$ cat config.mk
export PLATFORM = sky130hd
export DESIGN_NAME = alex_filter_spi
export DESIGN_NICKNAME = d
export VERILOG_FILES = /design/src/rtl/alex_filter_spi_pkg.sv /design/src/rtl/alex_filter_spi_bit_timer.sv /design/src/rtl/alex_filter_spi.sv
export SDC_FILE = /design/constraint.sdc
export NUM_CORES = 1
export LEC_CHECK = 0
export CORE_MARGIN = 4
export CORE_UTILIZATION = 55
export DETAILED_ROUTE_END_ITERATION = 10
export HOLD_SLACK_MARGIN = 0.1
export PLACE_DENSITY = 0.8
export RECOVER_POWER = 25
export SLEW_MARGIN = 20
export SYNTH_ARGS = -nofsm -noshare
export SYNTH_HDL_FRONTEND = slang
export SYNTH_HIERARCHICAL = 1
export SYNTH_SLANG_ARGS = --single-unit
$ cat constraint.sdc
create_clock -name clock -period 2.35 [get_ports clock]
set_input_delay 0.47 -clock clock [delete_from_list [all_inputs] [get_ports clock]]
set_output_delay 0.47 -clock clock [all_outputs]
set_load 0.005 [all_outputs]
$ cat src/rtl/alex_filter_spi_pkg.sv
// Shared definitions for the Alex filter-board SPI serializer.
//   - Frame width and the bit positions of the ctrl, LPF and HPF fields
//   - FSM state encodings
//   - pack_frame(): builds the frame in its on-wire order
package alex_filter_spi_pkg;

    localparam int FRAME_W  = 16;
    localparam int CTRL_MSB = 15;   // ctrl occupies [15:13]
    localparam int LPF_MSB  = 12;   // LPF  occupies [12:6]
    localparam int HPF_MSB  = 5;    // HPF  occupies [5:0]

    localparam logic [2:0] ST_IDLE   = 3'd0;
    localparam logic [2:0] ST_CLK_LO = 3'd1;
    localparam logic [2:0] ST_CLK_HI = 3'd2;
    localparam logic [2:0] ST_LOAD   = 3'd3;
    localparam logic [2:0] ST_GAP    = 3'd4;

    // Bit 15 goes out first, so ctrl leads the frame and HPF trails it.
    function automatic logic [FRAME_W-1:0] pack_frame(
        input logic [2:0] ctrl,
        input logic [6:0] lpf,
        input logic [5:0] hpf
    );
        logic [FRAME_W-1:0] f;
        f = '0;
        f[CTRL_MSB -: 3] = ctrl;
        f[LPF_MSB  -: 7] = lpf;
        f[HPF_MSB  -: 6] = hpf;
        return f;
    endfunction

endpackage

$ cat src/rtl/alex_filter_spi_bit_timer.sv
// Half-bit timer for the filter SPI serializer.
//   clock   : system clock
//   reset_n : asynchronous active-low reset
//   load    : reload the counter to CLK_DIV-1 (asserted on every state entry)
//   tc      : high on the last cycle of the current half-bit period
module spi_bit_timer #(
    parameter int CLK_DIV = 4
) (
    input  logic clock,
    input  logic reset_n,
    input  logic load,
    output logic tc
);

    localparam int CW = (CLK_DIV > 1) ? $clog2(CLK_DIV) : 1;
    localparam logic [CW-1:0] RELOAD = CW'(CLK_DIV - 1);

    logic [CW-1:0] count;

    // NOTE: the reset sits in the sensitivity list so it takes effect without a clock edge.
    always_ff @(posedge clock or negedge reset_n) begin
        if (!reset_n) begin
            count <= '0;
        end else if (load) begin
            count <= RELOAD;
        end else if (count != '0) begin
            count <= count - CW'(1);
        end
    end

    // The count runs CLK_DIV-1 down to 0, so every state lasts exactly CLK_DIV cycles.
    assign tc = (count == '0);

endmodule

$ cat src/rtl/alex_filter_spi.sv
// Serializes the band decoder's HPF/LPF/ctrl selections to the Alex filter
// board over a three-wire SPI link. A frame is sent after reset, whenever the
// registered selection differs from the last frame sent, or on request.
//   clock     : system clock, rising edge
//   reset_n   : asynchronous active-low reset
//   HPF[5:0]  : one-hot high-pass select
//   LPF[6:0]  : one-hot low-pass select
//   ctrl[2:0] : relay/attenuator control bits
//   force_req : resend the current frame (sampled only while idle)
//   spi_clk   : serial clock, idle low, slave samples on the rising edge
//   spi_data  : serial data, MSB first
//   spi_load  : latch strobe, active high
//   busy      : high while a frame is in progress
module alex_filter_spi #(
    parameter int CLK_DIV = 4,
    parameter int FRAME_W = alex_filter_spi_pkg::FRAME_W
) (
    input  logic       clock,
    input  logic       reset_n,
    input  logic [5:0] HPF,
    input  logic [6:0] LPF,
    input  logic [2:0] ctrl,
    input  logic       force_req,
    output logic       spi_clk,
    output logic       spi_data,
    output logic       spi_load,
    output logic       busy
);

    import alex_filter_spi_pkg::*;

    localparam int BW = $clog2(FRAME_W);

    logic [2:0]         state, state_n;
    logic [FRAME_W-1:0] frame_q, last_sent;
    logic [FRAME_W-1:0] shift_q, shift_n;
    logic [BW-1:0]      bit_cnt, bit_cnt_n;
    logic               sent_valid;
    logic               q_valid;    // frame_q holds a real sample (one cycle after reset)
    logic               start;
    logic               tc;

    spi_bit_timer #(.CLK_DIV(CLK_DIV)) u_timer (
        .clock   (clock),
        .reset_n (reset_n),
        .load    (state_n != state),
        .tc      (tc)
    );

    // Waiting for q_valid keeps the unconditional post-reset frame from
    // going out with the all-zero reset contents of frame_q.
    assign start = q_valid && (!sent_valid || (frame_q != last_sent) || force_req);

    // NOTE: every variable gets a default before the case so no latch is inferred.
    always_comb begin
        state_n   = state;
        shift_n   = shift_q;
        bit_cnt_n = bit_cnt;
        case (state)
            ST_IDLE: begin
                if (start) begin
                    state_n   = ST_CLK_LO;
                    shift_n   = frame_q;
                    bit_cnt_n = BW'(FRAME_W - 1);
                end
            end
            ST_CLK_LO: begin
                if (tc) state_n = ST_CLK_HI;
            end
            ST_CLK_HI: begin
                if (tc) begin
                    if (bit_cnt == '0) begin
                        state_n = ST_LOAD;
                    end else begin
                        state_n   = ST_CLK_LO;
                        shift_n   = shift_q << 1;
                        bit_cnt_n = bit_cnt - BW'(1);
                    end
                end
            end
            ST_LOAD: begin
                if (tc) state_n = ST_GAP;
            end
            ST_GAP: begin
                if (tc) state_n = ST_IDLE;
            end
            default: state_n = ST_IDLE;
        endcase
    end

    // Serial outputs are decoded from the next state and registered, so they
    // change on the same edge as the state register and never glitch.
    always_ff @(posedge clock or negedge reset_n) begin
        if (!reset_n) begin
            state      <= ST_IDLE;
            frame_q    <= '0;
            last_sent  <= '0;
            shift_q    <= '0;
            bit_cnt    <= '0;
            sent_valid <= 1'b0;
            q_valid    <= 1'b0;
            spi_clk    <= 1'b0;
            spi_data   <= 1'b0;
            spi_load   <= 1'b0;
            busy       <= 1'b0;
        end else begin
            state   <= state_n;
            shift_q <= shift_n;
            bit_cnt <= bit_cnt_n;
            frame_q <= pack_frame(ctrl, LPF, HPF);
            q_valid <= 1'b1;
            if (state == ST_IDLE && start) begin
                last_sent  <= frame_q;
                sent_valid <= 1'b1;
            end
            spi_clk  <= (state_n == ST_CLK_HI);
            spi_data <= ((state_n == ST_CLK_LO) || (state_n == ST_CLK_HI)) && shift_n[FRAME_W-1];
            spi_load <= (state_n == ST_LOAD);
            busy     <= (state_n != ST_IDLE);
        end
    end

endmodule

==> flow_summary.toml, run 1 <==
[worst_setup_path]
critPathLaunchType = "flop"
crit_fanout = 14
critPathKind = "reg -> reg"
arrival_ps = 2330
r2r_setup_slack_ps = 240
crit_chain = "inv_1 > ha_1 > or3b_1 > and2_4 > and3_1 > a222oi_1 > inv_1"
critPathSlowestCell = "dfrtp_1"
max_stage_delay_ps = 400
worstPathRequired_ps = 2570
endpoint_kind = "flop"
crit_top_cell = "inv_1"

[logic_synthesis]
syn_nets = 243
yosysTopAreaCellShare = 0.580
synthArstFlopShare = 1.00
ys_seq_elements = 63
ys_seq_area_frac = 0.580
synth-edff-count = 0
postSynthCellCount = 222
yosys_warnings = 6
synth-main-ff-cell = "dfrtp_1"
avgSynthCellArea_sq_um = 12.3
yosysMostFrequentCell = "dfrtp_1"
synth.cell_area_sq_um = 2720
yosys-top-cells-area = "dfrtp_1 58%, mux2_2 6.2%, a222oi_1 5.2%"
yosys.cell_types.count = 45
yosys.area.top_type = "dfrtp_1"
synth_top_cells_by_count = "63 x dfrtp_1, 22 x inv_1, 15 x mux2_2, 15 x xnor2_1, 14 x a222oi_1"

[power_and_ir_drop]
power.density_nw_per_um2 = 672
ir_drop_mv = 0.505
leakage_uw = 0.00154

[global_route]
grt_pass1_vias = 1721
grt_max_degree = 32
overflow = 0
antenna_found_initial = 0
track_usage = 0.177
grt_pass1_wl_mm = 8.16

[clock_tree]
clk_pin_slew_ps = 60
cts_resized = 0
insertion_delay_ps = 340
clockRootBuffer = "clkbuf_8"
htreeDepth = 3
cts_tree = "yes"
clkSinkCount = 63
cts_buffers = 9
cts_buffer_depth = 2

[placed_design]
gp_congestion = 0.816
hpwl_mm = 3.25
place_area_sq_um = 3020
numPortBuffers = 22

[timing]
setup_violations = 0
timing.final.max_slew_violations = 0
rsz0062_at_grt = "false"
tns_ps = 0
skew_ps = 6.58
tightest_slew_ps = 1040
fmax_mhz = 474
period_minus_slack_ps = 2110
relSlewSlack = 0.304
hold_viol_final = 0
fin_crit_sh = 0.897

[routing]
wirelength_mm = 4.68
wl_per_cell_um = 14.5
drt_pre_antenna_iters = 5
drc = 0
drt_first_iter_violations = 146
vias_per_cell = 5.43
num_vias = 1750
detail-route-antenna-nets = 0

[floorplanning]
io_pins = 23
initial_core_util = 0.572
rows = 25
design.die.area_sq_um = 6130
die-height_um = 78.3
die_w_um = 78.3
coreArea_sq_um = 4750

[final_layout]
area_growth_pct = 18.6
final_nets = 273
diodes = 0
post-route-util = 0.678
drive_above_1_share = 0.180
finalInstanceArea_sq_um = 3230

[worst_hold_path]
hold_path.class = "reg -> reg"

[flow_run]
maxCapViolCount = 0

[outcome]
status = "finished clean"
## flip-flops by register name (all words and copies together), names as in the netlist
name,cells
u_timer/count,2
sent_valid,1
bit_cnt,4
spi_clk,1
q_valid,1
state,3
shift_q,16
last_sent,16
frame_q,16
busy,1
spi_data,1
spi_load,1
## what timing repair did
item / CTS / global route
buffers inserted: 0 / 0
hold buffers: 1 / 0
hold endpoints to repair: 16 / 0
## stage by stage
stage / hold WS, ps / setup WS [ps] / instances / power (uW)
2_1_floorplan: 174 / 332 / 222 / 1150
3_3_place_gp: 435 / 196 / 307 / 1210
3_5_place_dp: 427 / 134 / 307 / 1210
4_1_cts: 476 / 230 / 322 / 2200
5_1_grt: 508 / 104 / 322 / 2260
6_report: 468 / 242 / 322 / 2170
## path summary, 6_finish.rpt
path	cells past startpoint	to	start
max in group asynchronous	3	q_valid	reset_n
worst max register to register	7	shift_q[13]	bit_cnt[0]
worst min register to register	1	sent_valid	sent_valid
worst max-delay path	7	shift_q[13]	bit_cnt[0]
worst min-delay path	1	sent_valid	sent_valid
min in group asynchronous	2	spi_clk	reset_n
## power by group
part / internal [uW] / switching [uW] / leakage [uW]
Clock: 583 / 401 / 0.0000982
Sequential: 1100 / 15.2 / 0.000806
Combinational: 37.3 / 33.2 / 0.000639
## layout make-up
type                       instances  area [sq um]
tap                               67          83.8
timing repair buffer              31           309
multi-input combinational        125           973
fill                             374          1530
inverter                          22          82.6
clock inverter                     4          72.6
clock buffer                      10           128
sequential                        63          1580
## per-layer routing
metal	up-vias	share of wire	track usage
met5	-	0	0
met4	0	0.023	0.0787
met3	11	0.052	0.0745
met2	42	0.47	0.265
met1	863	0.46	0.225
li1	834	-	-
## critical path, delay by kind of cell (launching register included)
| family | cells | cell delay, ps |
|---|---|---|
| buffers and inverters | 2 | 160 |
| DFF | 1 | 400 |
| AOI/OAI and AO/OA | 1 | 350 |
| adders and majority gates | 1 | 190 |
| and+or+nand+nor | 3 | 890 |
## kinds of logic after synthesis
logic type	synth area share
adders and majority gates	0.00920
other	0.00138
AOI/OAI and AO/OA	0.128
buffers and inverters	0.0626
DFF	0.580
and+or+nand+nor	0.0984
xor gates and xnor gates	0.0547
muxes	0.0658
## cells in the final DEF, fill, tap and decap left out, drive strengths merged, types with 2 or more instances in the layout
master and n:
dfrtp 63, inv 22, dlygate4sd3 17, xnor2 15, mux2 15, a222oi 14
clkbuf 11, o21ai 10, nand2b 9, nor2 8, buf 8, nand2 7
nand3 6, a21oi 6, clkdlybuf4s50 5, nand4 4, or3 3, xor2 2
o22ai 2, a22oi 2, ha 2, bufinv 2, or2 2, nor3 2
a21o 2
No activity file was read; power rests on OpenSTA's default activity.
==> run 2: changes to the inputs <==
--- a/config.mk
+++ b/config.mk
@@ -7,6 +7,7 @@
 export LEC_CHECK = 0
 export CORE_MARGIN = 4
 export CORE_UTILIZATION = 55
+export CTS_BUF_LIST = sky130_fd_sc_hd__clkbuf_4
 export DETAILED_ROUTE_END_ITERATION = 10
 export HOLD_SLACK_MARGIN = 0.1
 export PLACE_DENSITY = 0.8
==> run 2 against run 1 <==
Against the previous run:
- utilization fell by 1.1 points
- design area fell by 1.6%
- non-clock buffer count did not move
- sequential power barely moved
- global-route usage barely moved
- combinational power barely moved
- cell count did not move
- via count rose by 1.5%
==> flow_summary.toml, run 2 (synthesis results as in run 1) <==
[timing]
hold_ws_ps = 475
fmax_mhz = 470
tightest_slew_ps = 1030
skew_ps = 13.8
tns_ps = 0
timing.final.max_slew_violations = 0
fin_crit_sh = 0.904
rsz0062_at_grt = "false"
relSlewSlack = 0.315
period_minus_slack_ps = 2130
hold_viol_final = 0
setup_violations = 0

[routing]
drt_first_iter_violations = 140
detail-route-antenna-nets = 0
drc = 0
wl_per_cell_um = 14.5
drt_pre_antenna_iters = 7
vias_per_cell = 5.52
num_vias = 1777
wirelength_mm = 4.66

[global_route]
overflow = 0
track_usage = 0.177
top_usage_layer = "met2"
grt_max_degree = 32
grt_pass1_vias = 1719
grt_util_met1 = 0.225
grt.met2_usage = 0.265
antenna_found_initial = 0
grt_pass1_wl_mm = 8.16
grtUsageMet3 = 0.0814

[worst_setup_path]
arrival_ps = 2420
critPathLaunchType = "flop"
r2r_setup_slack_ps = 220
worstReg2RegEnd = "shift_q[13]"
worstPathRequired_ps = 2650
endpoint_kind = "flop"
rr_worst_depth = 7
r2r-start = "bit_cnt[0]"
critPathKind = "reg -> reg"
crit_fanout = 14

[clock_tree]
clockRootBuffer = "clkbuf_4"
ctsHoldBuffers = 1
clk_pin_slew_ps = 100
htreeDepth = 3
cts_resized = 0
cts_tree = "yes"
clkSinkCount = 63
insertion_delay_ps = 410
cts_buffers = 9
postCtsSetupBuffers = 0
cts_buffer_depth = 2

[floorplanning]
io_pins = 23
design.die.area_sq_um = 6130
die_w_um = 78.3
rows = 25
die-height_um = 78.3
coreArea_sq_um = 4750
initial_core_util = 0.572

[final_layout]
diodes = 0
final_common_cell = "dfrtp_1"
area_growth_pct = 16.7
final_nets = 273
final_cell_mix = "63 x dfrtp_1, 22 x inv_1, 17 x dlygate4sd3_1"
n_fill_cell = 384
finalInstanceArea_sq_um = 3170
reg.largest.list = "frame_q (16), last_sent (16), shift_q (16)"
drive_above_1_share = 0.184

[placed_design]
place_area_sq_um = 3020
hpwl_mm = 3.25
numPortBuffers = 22
gp_congestion = 0.816

[power_and_ir_drop]
power.density_nw_per_um2 = 629
ir_drop_mv = 0.441
leakage_uw = 0.00152
power_uw = 2000

[worst_hold_path]
hold_path.startpoint = "sent_valid"
hold_path_end = "sent_valid"
hold_path.class = "reg -> reg"
hold_path_depth = 1

[outcome]
status = "finished clean"

[flow_run]
maxCapViolCount = 0
==> run 2: changes by cell type in the layout (fill, tap and decap cells not counted) <==
cell	before	now
clkbuf_4	0	10
clkbuf_1	2	1
clkbuf_8	9	0
==> run 2: how the worst max path moves through the flow <==
stage / from / cells past startpoint / endpoint / slack, ps
floorplan: bit_cnt[0] / 9 / shift_q[5] / 330
detailed placement: force_req / 8 / u_timer/count[1] / 130
CTS: bit_cnt[0] / 7 / shift_q[13] / 230
global route: bit_cnt[0] / 7 / shift_q[1] / 100
global placement: force_req / 8 / u_timer/count[1] / 200
finish: bit_cnt[0] / 7 / shift_q[13] / 220
==> run 2: where the power goes <==
group | total [uW] | internal (uW) | switching [uW]
clock | 813 | 430 | 382
sequential | 1110 | 1100 | 15.4
combinational | 70.3 | 37.3 | 33.0
==> run 2: final cells by class <==
cell class,count,area (sq um),area share
clock buffer,10,75.1,0.0237
clock inverter,4,72.6,0.0229
multi-input combinational,125,973,0.307
inverter,22,82.6,0.0260
sequential,63,1580,0.497
timing repair buffer,31,309,0.0974
tap,67,83.8,0.0264
==> run 2: layer usage <==
metal  vias up  routed length [um]
met4         0                  68
li1        838                   -
met5         -                   0
met3         6                 271
met2        52                2250
met1       881                2070
==> run 2: through the flow <==
step                      setup WS [ps]   util  std cells
final                               225  0.667        322
after global routing                102  0.667        322
after CTS                           226  0.668        322
after detailed placement            134  0.634        307
after global placement              196  0.634        307
after floorplan                     332      -        222
==> run 2: worst max-delay path, cell delays in order (launching register included) <==
cell and delay, ps:
dfrtp_1 410, inv_1 80, ha_1 190, or3b_1 370, and2_4 190, and3_1 330
a222oi_1 360, inv_1 80
